--- src/rtl/fifo_wr_arbiter.sv ---
// fifo_wr_arbiter: round-robin, burst-limited sharing of the async FIFO write port
module fifo_wr_arbiter #(
    parameter int NUM_REQ    = 4,
    parameter int DATA_WIDTH = 32,
    parameter int MAX_BURST  = 4,
    parameter int SRC_W      = $clog2(NUM_REQ)
) (
    input  logic                          Wclk,
    input  logic                          rstb,
    input  logic [NUM_REQ-1:0]            ReqValid,
    input  logic [NUM_REQ-1:0]            ReqLast,
    input  logic [NUM_REQ*DATA_WIDTH-1:0] ReqData,
    output logic [NUM_REQ-1:0]            ReqReady,
    input  logic                          Full,
    output logic                          Wen,
    output logic [DATA_WIDTH-1:0]         WrData,
    output logic [SRC_W-1:0]              WrSrc,
    output logic [SRC_W-1:0]              Owner,
    output logic                          Busy
);
    localparam int BW = $clog2(MAX_BURST + 1);
    typedef enum logic {IDLE, BURST} state_t;
    state_t state, state_nx;
    logic [SRC_W-1:0] owner_nx, pick, idx;
    logic [BW-1:0] beat, beat_nx;
    logic any_valid, burst_end;
    // descending scan so the nearest requester after Owner wins; Owner itself is last
    always_comb begin
        pick = Owner;
        idx = '0;
        any_valid = 1'b0;
        for (int k = NUM_REQ; k >= 1; k--) begin
            idx = SRC_W'((int'(Owner) + k) % NUM_REQ);
            if (ReqValid[idx]) begin
                pick = idx;
                any_valid = 1'b1;
            end
        end
    end
    assign Busy      = state == BURST;
    assign Wen       = Busy & ReqValid[Owner] & ~Full;
    assign ReqReady  = (Busy & ~Full) ? {{(NUM_REQ-1){1'b0}}, 1'b1} << Owner : '0;
    assign WrData    = ReqData[Owner*DATA_WIDTH +: DATA_WIDTH];
    assign WrSrc     = Owner;
    assign burst_end = ReqLast[Owner] | (beat + BW'(1) == BW'(MAX_BURST));
    always_comb begin
        state_nx = state;
        owner_nx = Owner;
        beat_nx  = beat;
        if (state == IDLE) begin
            if (any_valid) begin
                state_nx = BURST;
                owner_nx = pick;
                beat_nx  = '0;
            end
        end else if (!Full) begin
            if (!ReqValid[Owner]) state_nx = IDLE;
            else begin
                beat_nx  = beat + BW'(1);
                state_nx = burst_end ? IDLE : BURST;
            end
        end
    end
    always_ff @(posedge Wclk or negedge rstb) begin
        if (!rstb) begin
            state <= IDLE;
            Owner <= SRC_W'(NUM_REQ - 1);
            beat  <= '0;
        end else begin
            state <= state_nx;
            Owner <= owner_nx;
            beat  <= beat_nx;
        end
    end
endmodule

--- config.mk ---
export PLATFORM = sky130hd
export DESIGN_NAME = fifo_wr_arbiter
export DESIGN_NICKNAME = d
export VERILOG_FILES = /design/src/rtl/fifo_wr_arbiter.sv
export SDC_FILE = /design/constraint.sdc
export NUM_CORES = 1
export LEC_CHECK = 0
export ABC_CLOCK_PERIOD_IN_PS = 2300
export BUFFER_PORTS_ARGS = -buffer_cell sky130_fd_sc_hd__buf_2
export CAP_MARGIN = 5
export CELL_PAD_IN_SITES_DETAIL_PLACEMENT = 1
export CELL_PAD_IN_SITES_GLOBAL_PLACEMENT = 2
export CORE_ASPECT_RATIO = 1.1
export CORE_MARGIN = 5
export CORE_UTILIZATION = 16
export CTS_CLUSTER_DIAMETER = 30
export DETAILED_ROUTE_END_ITERATION = 8
export GPL_TIMING_DRIVEN = 0
export PLACE_DENSITY = 0.85
export SLEW_MARGIN = 30
export SYNTH_ARGS = -nofsm -noshare
export SYNTH_HDL_FRONTEND = slang
export SYNTH_SLANG_ARGS = --single-unit
--- constraint.sdc ---
create_clock -name Wclk -period 2.3 [get_ports Wclk]
set_input_delay 0.46 -clock Wclk [delete_from_list [all_inputs] [get_ports Wclk]]
set_output_delay 0.46 -clock Wclk [all_outputs]
set_load 0.1 [all_outputs]
* Word-level counts from Yosys, hierarchy flattened
Index checks and enable logic that the tools add are counted.
** Operators by class
- $add $sub $neg :: 5
- Magnitude comparators :: 5
- Eq/ne operators :: 3
- Shift operators :: 2
- Mux-type cells :: 30
- Bitwise operators :: 6
- Reduce and logical (&&, ||, !) cells :: 4
** Operators with widths (number)
- indexed part select 128 x 8 -> 32 bit :: 1
- < comparator 2 x 3 -> 1 bit, second input constant :: 5
- 2-to-1 mux 1 bit :: 15
- binary-select mux 1 bit (select 2 bit) :: 6
- 2-to-1 mux 3 bit :: 4
- 2-to-1 mux 2 bit :: 4
- AND reduction 3 bit :: 2
- adder 2 x 1 -> 2 bit, second input constant :: 2
- adder 2 bit, second input constant :: 2
- 2-to-1 mux 4 bit :: 1
- nonzero test 4 bit :: 1
- << shifter 1 x 2 -> 4 bit, first input constant :: 1
- adder 3 x 1 -> 3 bit, second input constant :: 1
- AND 1 bit :: 3
- equality test 3 bit, second input constant :: 1
- inequality test 2 x 1 -> 1 bit, second input constant :: 1
- inequality test 2 bit, second input constant :: 1
- inverter 1 bit :: 2
- nonzero test 2 bit :: 1
- bitwise OR 1 bit :: 1
** Word-level totals
- Register bits :: 6
- Bits of input ports :: 139
- Output and inout bits :: 42
- Word-level logic and storage cells :: 58

* Logic depth before layout (Yosys ltp)
- Depth after elaboration :: 9
- Mapped depth :: 8
- Gate-level depth less buffers :: 6

* Worst setup path after synthesis
OpenSTA, ideal clock, no wires.
- Path kind :: register -> output
- Start point :: register state, in the netlist Busy
- End point :: output port ReqReady[0]
- Arrival time :: 2.300 ns
- Required time :: 1.840 ns
- Slack :: -0.460 ns
- Cell stages (with the launch flop) :: 4
- Path buffers :: 1
- Cell sequence :: dfrtp_1 clkbuf_1 nor2b_1 and2_1
** Between the ends
- Longest elaborated chain between the ends :: 2
** Ends and longest elaborated chain
- start, declared :: line 23 : state_t state, state_nx;
- start signal, assigned :: line 70 : state <= state_nx;
- AND 1 bit :: line 42 : assign ReqReady = (Busy & ~Full) ? {{(NUM_REQ-1){1'b0}}, 1'b1} << Owner : '0;
- 2-to-1 mux 4 bit :: line 42
- end, declared :: line 13 : output logic [NUM_REQ-1:0] ReqReady,
No other way between the ends.

* Worst setup path after layout
- Start point :: register Owner[0]
- End point :: output port WrData[26]
** Between the ends
- Longest elaborated chain between the ends :: 1
** Ends and longest elaborated chain
- start, declared :: line 18 : output logic [SRC_W-1:0] Owner,
- start signal, assigned :: line 67 : Owner <= SRC_W'(NUM_REQ - 1);
- start signal, assigned :: line 71 : Owner <= owner_nx;
- indexed part select 128 x 8 -> 32 bit :: line 43 : assign WrData = ReqData[Owner*DATA_WIDTH +: DATA_WIDTH];
- end, declared :: line 16 : output logic [DATA_WIDTH-1:0] WrData,
No other way between the ends.

==> flow_summary.json <==
{
  "status": "finished with violations",
  "failed_checks": "setup timing",
  "pin_count": 181,
  "rsz0062_at_grt": "yes",
  "setup_viol": 21,
  "maxCapViolations": 0,
  "place.gp.congestion": 0.746,
  "cpLargestDelayFamily": "flip-flops",
  "cp.required_ps": 1840,
  "vias": 1843,
  "finalCriticalPeriod_ps": 2330,
  "fin_cells": 414,
  "totalWireLength_mm": 7.37,
  "numCtsBuffers": 3,
  "fin_skew_ps": 3.34,
  "drt_iter0_markers": 27,
  "grt_pass1_vias": 2112,
  "grt.total_usage_pct": 12.7,
  "seq_area_sq_um": 161,
  "start_util_pct": 16.2,
  "hpwlAfterDp_mm": 6.52,
  "cpMostUsedCell": "buf_12",
  "path_cells": "buf_12 > buf_12 > mux4_2 > buf_6",
  "final_max_slew_viol_count": 0,
  "htree_levels": 1,
  "reg2reg_slack_ps": 230,
  "cp_slowest_stage_delay_ps": 620,
  "crit_buf_inv": 3,
  "synth_area_leader_cell": "mux4_2",
  "ys_seq_area_share_pct": 10.7,
  "use_met3_pct": 3.52,
  "dp_cells": 402,
  "via_per_inst": 4.45,
  "syn_inst": 110,
  "ctsHoldBuffers": 0,
  "critical_path_peak_fanout": 10,
  "die_h_um": 109,
  "clockBufferDepth": 2,
  "max-slew-margin-rel_pct": 61.5,
  "synth.distinct_cells": 33,
  "rr_endpoint": "Owner[0]$_DFFE_PN1P_",
  "synth_area_leaders": "mux4_2 52%, dfrtp_1 7.0%, ha_1 5.3%",
  "netlist_area_sq_um": 1430,
  "std_cell_rows": 36,
  "grt_pass1_wl_mm": 10.9,
  "finalHoldViolCount": 0,
  "multi_input_area_sq_um": 1190,
  "finalNetCount": 446,
  "antenna_found_initial": 0,
  "mostFrequentLayoutCell": "buf_2",
  "synth_nets": 255,
  "met2_usage_pct": 25.1,
  "synth_top_area_share_pct": 52.1,
  "final_cell_mix": "141 x buf_2, 33 x mux4_2, 20 x buf_6",
  "area_growth_pct": 110,
  "grt_overflow_total": 0,
  "async_flop_share_pct": 100,
  "die_width_um": 100,
  "worstMarginPinSlew_ps": 572,
  "synth_ff_type": "dfrtp_1",
  "path_clk_slew_ps": 40,
  "critPathSlowestCell": "dfstp_4",
  "io_buffers": 178,
  "core_sq_um": 8780,
  "dr.pass1.iters": 4,
  "max_freq_mhz": 429,
  "ant_nets": 0,
  "top_usage_layer": "met2",
  "dieArea_sq_um": 10900,
  "yosysWarnings": 0,
  "r2r-start": "Owner[1]$_DFFE_PN1P_",
  "cp_data_arrival_time_ps": 1870,
  "ys_ff_latch": 6,
  "synth-edff-count": 0,
  "drcViolationCount": 0,
  "grt_max_degree": 11,
  "insertion_delay_ps": 230,
  "crit_type": "flop to output port",
  "worstSetupStartpointType": "flop",
  "use_met1_pct": 13.4,
  "wl_per_cell_um": 17.8,
  "root_buffer": "clkbuf_8",
  "diodes": 0,
  "cp-end-kind": "output port",
  "drive_above_1_share_pct": 83.3,
  "reg2regPathDepth": 7,
  "fin_crit_sh_pct": 101,
  "fill_cells": 1025,
  "setup_ws_ps": -32.7,
  "cts_tree": "done",
  "hold_class": "primary input to async pin",
  "synth_area_per_cell_sq_um": 13.0,
  "cts_sinks": 6
}
[through the flow]
step	instance area [sq um]	util, %	hold WS, ps	setup TNS (ps)	setup WS [ps]
after global routing	2990	34.1	59.2	-2030	-96.2
after detailed placement	2480	28.2	295	-4110	-207
after floorplan	1440	-	164	-5890	-222
after CTS	2930	33.4	51.4	-916	-62.0
final	2990	34.1	57.0	-454	-32.7
after global placement	2480	28.2	292	-3540	-178
[kinds of logic after synthesis]
| group | share of synthesized area, % |
|---|---|
| AOI/OAI and AO/OA | 9.21 |
| xor gates and xnor gates | 1.23 |
| adders and majority gates | 5.26 |
| buffers and inverters | 6.49 |
| DFF | 10.7 |
| muxes | 58.7 |
| and+or+nand+nor | 8.42 |
[worst max path at each step]
stage                          from  cells after the start         end
3_5_place_dp   Owner[0]$_DFFE_PN1P_                      4  WrData[13]
3_3_place_gp   Owner[0]$_DFFE_PN1P_                      4  WrData[13]
4_1_cts        Owner[0]$_DFFE_PN1P_                      4  WrData[21]
5_1_grt        Owner[0]$_DFFE_PN1P_                      4  WrData[21]
2_1_floorplan  Owner[0]$_DFFE_PN1P_                      3   WrData[0]
6_report       Owner[0]$_DFFE_PN1P_                      4  WrData[26]
[flip-flops by register name (all words and copies together) (netlist names)]
signal  flops
Busy        1
Owner       2
beat        3
[routing by layer]
layer / vias up / part of all wire, %
li1: 845 / -
met1: 878 / 34
met2: 107 / 55
met3: 13 / 9.3
met4: 0 / 1.9
met5: - / 0
[worst reg2reg max path, stage by stage (launching register included)]
cell      delay, ps
dfstp_4         650
buf_12          140
buf_12          130
inv_1            70
ha_1            350
mux2i_1         140
a2111o_1        410
o21ai_0          90
[layout make-up]
cell class | instances | share of cell area [%]
Sequential cell | 6 | 5.40
Inverter | 2 | 0.251
Timing Repair Buffer | 187 | 42.5
Multi-Input combinational cell | 88 | 39.7
Tap cell | 114 | 4.77
Buffer | 13 | 5.86
Clock buffer | 4 | 1.51
[cell usage after synthesis (3+ instances only)]
| master | instances |
|---|---|
| mux2i_1 | 6 |
| dfrtp_1 | 4 |
| buf_2 | 6 |
| mux2_2 | 3 |
| mux4_2 | 33 |
| nand2_1 | 4 |
| nor2_1 | 4 |
| nor2b_1 | 4 |
| nand3_1 | 3 |
| ha_1 | 6 |
| buf_4 | 4 |
| and2_1 | 4 |
[timing repair]
action,CTS,global route
setup buffers,5,3
gates resized for setup,104,11
gates cloned,1,0
setup endpoints to repair,38,37
pin swaps,0,0
Power is not shown: default switching activity piles up to over one toggle a cycle in this logic, so the estimate is an artifact.
